File: src/rtl/dma_pkg.sv
// rtl/dma_pkg.sv - shared FSM states and default widths for the ROM fetch path
package dma_pkg;

  typedef enum logic [2:0] {
    ST_IDLE   = 3'd0,
    ST_SETUP  = 3'd1,
    ST_ACCESS = 3'd2,
    ST_OUTPUT = 3'd3,
    ST_FINISH = 3'd4
  } state_t;

  localparam int DEF_ADDR_W = 16;
  localparam int DEF_DATA_W = 8;

endpackage

File: src/rtl/rom_fetcher.sv
// rtl/rom_fetcher.sv - walks a ROM address range, one chip-enable read per byte,
// and streams each fetched byte out over a valid/ready handshake
module rom_fetcher
  import dma_pkg::*;
#(
  parameter int ADDR_W   = DEF_ADDR_W,
  parameter int DATA_W   = DEF_DATA_W,
  parameter int LEN_W    = 16,
  parameter int WAIT_CYC = 2
) (
  input  logic              clk,
  input  logic              rst_n,
  input  logic              start,
  input  logic [ADDR_W-1:0] start_addr,
  input  logic [LEN_W-1:0]  length,
  output logic              busy,
  output logic              done,
  output logic [ADDR_W-1:0] rom_addr,
  output logic              rom_ce_n,
  input  logic [DATA_W-1:0] rom_data,
  output logic [DATA_W-1:0] out_data,
  output logic              out_valid,
  input  logic              out_ready
);

  localparam int CNT_W = $clog2(WAIT_CYC + 1);

  state_t             state;
  logic [ADDR_W-1:0]  next_addr;
  logic [LEN_W-1:0]   remaining;
  logic [CNT_W-1:0]   wait_cnt;

  always_ff @(posedge clk or negedge rst_n) begin
    if (!rst_n) begin
      state     <= ST_IDLE;
      busy      <= 1'b0;
      done      <= 1'b0;
      rom_addr  <= '0;
      rom_ce_n  <= 1'b1;
      out_data  <= '0;
      out_valid <= 1'b0;
      next_addr <= '0;
      remaining <= '0;
      wait_cnt  <= '0;
    end else begin
      done <= 1'b0;
      case (state)
        ST_IDLE: begin
          if (start) begin
            if (length != '0) begin
              // Address is driven on entry to SETUP so it is stable a full cycle before enable.
              rom_addr  <= start_addr;
              next_addr <= start_addr;
              remaining <= length;
              busy      <= 1'b1;
              state     <= ST_SETUP;
            end else begin
              state <= ST_FINISH;
            end
          end
        end
        ST_SETUP: begin
          rom_ce_n <= 1'b0;
          wait_cnt <= CNT_W'(WAIT_CYC);
          state    <= ST_ACCESS;
        end
        ST_ACCESS: begin
          if (wait_cnt == CNT_W'(1)) begin
            out_data  <= rom_data;
            out_valid <= 1'b1;
            rom_ce_n  <= 1'b1;
            next_addr <= next_addr + ADDR_W'(1);
            remaining <= remaining - LEN_W'(1);
            state     <= ST_OUTPUT;
          end else begin
            wait_cnt <= wait_cnt - CNT_W'(1);
          end
        end
        ST_OUTPUT: begin
          if (out_ready) begin
            out_valid <= 1'b0;
            if (remaining != '0) begin
              rom_addr <= next_addr;
              state    <= ST_SETUP;
            end else begin
              state <= ST_FINISH;
            end
          end
        end
        ST_FINISH: begin
          done  <= 1'b1;
          busy  <= 1'b0;
          state <= ST_IDLE;
        end
        default: state <= ST_IDLE;
      endcase
    end
  end

endmodule

File: config.mk
export PLATFORM = sky130hd
export DESIGN_NAME = rom_fetcher
export DESIGN_NICKNAME = d
export VERILOG_FILES = /design/src/rtl/dma_pkg.sv /design/src/rtl/rom_fetcher.sv
export SDC_FILE = /design/constraint.sdc
export NUM_CORES = 1
export LEC_CHECK = 0
export BUFFER_PORTS_ARGS = -buffer_cell sky130_fd_sc_hd__buf_2
export CORE_MARGIN = 4
export CORE_UTILIZATION = 50
export CTS_BUF_LIST = sky130_fd_sc_hd__clkbuf_4 sky130_fd_sc_hd__clkbuf_8 sky130_fd_sc_hd__clkbuf_16
export DETAILED_ROUTE_END_ITERATION = 6
export PLACE_DENSITY = 0.79
export SLEW_MARGIN = 30
export SYNTH_ARGS = -nofsm -noshare
export SYNTH_HDL_FRONTEND = slang
export SYNTH_SLANG_ARGS = --single-unit
File: constraint.sdc
create_clock -name clk -period 2.5 [get_ports clk]
set_input_delay 0.25 -clock clk [delete_from_list [all_inputs] [get_ports clk]]
set_output_delay 0.25 -clock clk [all_outputs]
set_load 0.01 [all_outputs]
==> impl_metrics.ini <==
[status]
status = finished, final reports clean

[cts]
cts_tree = yes
htree_num_levels = 3
cts_sinks = 65
worstSkewPairLatency_ns = 0.35
cts_root_buffer = clkbuf_8
cts_buffers = 9
clkSlewWorstSetupHoldPaths_ns = 0.08
cts.path.max_buffers = 2

[setup_path]
cp_cell_sequence = inv_1 -> ha_1 -> or4b_1 -> or4_4 -> o21ai_4 -> and2_4 -> o21ai_0
critPathArrivalTime_ns = 2.58
crit_path_start_kind = flop
cp-end-kind = flop
cp_top_family = simple AND/OR/NAND/NOR gates
crit_fanout = 16
critPathMaxStageDelay_ns = 0.51
path_buf_inv = 1
path_class = flop to flop
crit_path_top_delay_cell = or4_4
worstPathRequired_ns = 2.72

[global_routing]
grt_pass1_wl_mm = 15.3
grt.overflow.total = 0
grt_max_degree = 52
grtUsageTotal_pct = 22.4
first_global_vias = 3259
antenna_found_initial = 0

[yosys]
synth.avg_cell_area_um2 = 9.48
ys_dominant_reg_cell = dfrtp_1
netlist_instances = 378
synth_nets = 426
yosysTopAreaCell = dfrtp_1
synth.area.top_cells = dfrtp_1 45%, mux2i_1 5.3%, o21ai_0 4.8%, a21oi_1 4.5%, nand3_1 3.5%
synth_common_cells = 64 x dfrtp_1, 34 x o21ai_0, 32 x a21oi_1
yosysMostFrequentCell = dfrtp_1
synthDistinctLibCells = 56
synthArstFlopShare_pct = 100
syn-cell-area_um2 = 3580
synth_top_area_share_pct = 44.7
synth_warnings = 0
synth_edf_count = 0
synth_seq_cells = 65
ys_seq_area_share_pct = 45.4

[floorplan]
fp.dieArea_um2 = 8580
die_y_um = 92.6
fp-row-count = 30
die_w_um = 92.6
start_util_pct = 52.1
boundaryPins = 72
coreArea_um2 = 6870

[timing]
fin_crit_ns = 2.36
timing.fmax_mhz = 423
worst_pin_slew_ns = 0.657
fin_tns_setup_ns = 0
hold_viol = 0
grt_setup_unrepaired = no
finalCritPeriodShare_pct = 94.6
skew_ns = 0.00714
finalSetupViolations = 0
relSlewSlack_pct = 55.8
slew_viol_final = 0

[placement]
dp.cells = 536
port_buffers = 71
place_hpwl_mm = 6.30
gp_congestion = 0.865

[routing]
vias = 3231
finalWirelength_mm = 9.15
post_drt_wl_per_cell_um = 16.5
wl_met1_mm = 4.00
drtIter0Drc = 175
routed.top_layer = met4
route.met3.wl_um = 631
drtPass1Iterations = 4
ant_nets = 0
routed-wl-met2_mm = 4.35
vias_per_cell = 5.84
drc = 0

[layout]
final_net_count = 500
fill_cells = 593
finalNonFillerCells = 553
drive_gt1_share_pct = 28.4
insertedDiodeCount = 0
syn_to_final_growth_pct = 19.1

[pwr]
powerDensity_nw_per_um2 = 1300
power_leakage_nw = 1.94
vdd_drop_max_mv = 0.592

[job]
cap_viol_max_count = 0

[hold_path]
min-delay-path-class = input port to flop
kinds of logic (layout without fill, tap and decap cells):
kind of cell | Yosys count | in the layout | share of synthesized area, %
muxes | 27 | 27 | 7.82
and+or+nand+nor | 124 | 124 | 18.1
adders and majority gates | 4 | 4 | 1.40
DFF | 65 | 65 | 45.4
AOI/OAI and AO/OA | 124 | 124 | 22.2
xor gates and xnor gates | 1 | 1 | 0.245
buffers and inverters | 33 | 112 | 4.79
routing by layer:
layer	up-vias	track usage (%)
met1	1551	29.0
met3	14	3.74
met5	-	0
met2	105	36.5
met4	0	11.1
li1	1561	-
state kept, by name, indices dropped and copies added (netlist names):
name,flops
busy,1
out_valid,1
state,3
rom_ce_n,1
wait_cnt,2
out_data,8
next_addr,16
rom_addr,16
remaining,16
done,1
power by group:
part           internal, mW  switching, mW  leakage [nW]
Sequential             1.54          0.460         0.770
Combinational          1.08           1.43          1.07
Clock                 0.576          0.436         0.106
Total                  3.19           2.33          1.94
layout by cell type (no fill, tap or decap), types with 3 or more instances in the layout:
| master | count |
|---|---|
| buf_2 | 71 |
| dfrtp_1 | 64 |
| o21ai_0 | 34 |
| a21oi_1 | 32 |
| nand2_1 | 27 |
| nand3_1 | 25 |
| nor2_1 | 24 |
| mux2i_1 | 19 |
| nor3_1 | 14 |
| buf_4 | 14 |
| o22ai_1 | 12 |
| a2bb2oi_1 | 11 |
| inv_1 | 10 |
| o21ai_2 | 10 |
| clkbuf_8 | 9 |
| mux2_2 | 8 |
| nor4_1 | 5 |
| nand2b_1 | 4 |
| ha_1 | 4 |
| and2_1 | 3 |
| nand4_1 | 3 |
| a221oi_1 | 3 |
| a31oi_1 | 3 |
| a221o_1 | 3 |
| a22oi_1 | 3 |
worst paths after layout:
kind                                     startpoint                         to  slack [ns]  cells after the start
min reg2reg                rom_addr[12]$_DFFE_PN0P_   rom_addr[12]$_DFFE_PN0P_        0.50                      2
max reg2reg                remaining[0]$_DFFE_PN0P_   rom_addr[14]$_DFFE_PN0P_        0.14                      7
min in group asynchronous                     rst_n  next_addr[11]$_DFFE_PN0P_        0.44                      3
max                        remaining[0]$_DFFE_PN0P_   rom_addr[14]$_DFFE_PN0P_        0.14                      7
max in group asynchronous                     rst_n       rom_ce_n$_DFFE_PN1P_        1.66                      3
min                                     rom_data[1]    out_data[1]$_DFFE_PN0P_        0.13                      2
through the flow:
step / instance area (µm²) / util (%) / worst slack, ns / hold slack, ns / power, mW
finish: 4270 / 62.1 / 0.135 / 0.133 / 5.52
global route: 4270 / 62.1 / 0.0115 / 0.135 / 5.95
CTS: 4270 / 62.1 / 0.139 / 0.124 / 5.53
detailed placement: 4030 / 58.7 / 0.146 / 0.300 / 4.50
global placement: 4030 / 58.7 / 0.195 / 0.287 / 4.39
floorplan: 3580 / - / 0.200 / -0.0456 / 3.77
worst register-to-register path: stages, from the launching register on:
cell	delay, ns
dfrtp_1	0.41
inv_1	0.14
ha_1	0.15
or4b_1	0.42
or4_4	0.51
o21ai_4	0.14
and2_4	0.33
o21ai_0	0.14
final cells by class:
type	count	area, µm²	area share (%)
multi-input cells	280	1790	41.9
flip-flops and latches	65	1630	38.2
repair buffers	86	470	11.0
well taps	96	120	2.82
inverters	10	37.5	0.880
clock buffers	10	131	3.08
clock inverters	6	92.6	2.17
repair_timing:
action	4_1_cts	5_1_grt
hold buffers	1	0
endpoints found under the hold margin	64	0
buffers inserted	0	0
resized for setup	0	0
Power figures use the tool's default switching activity.
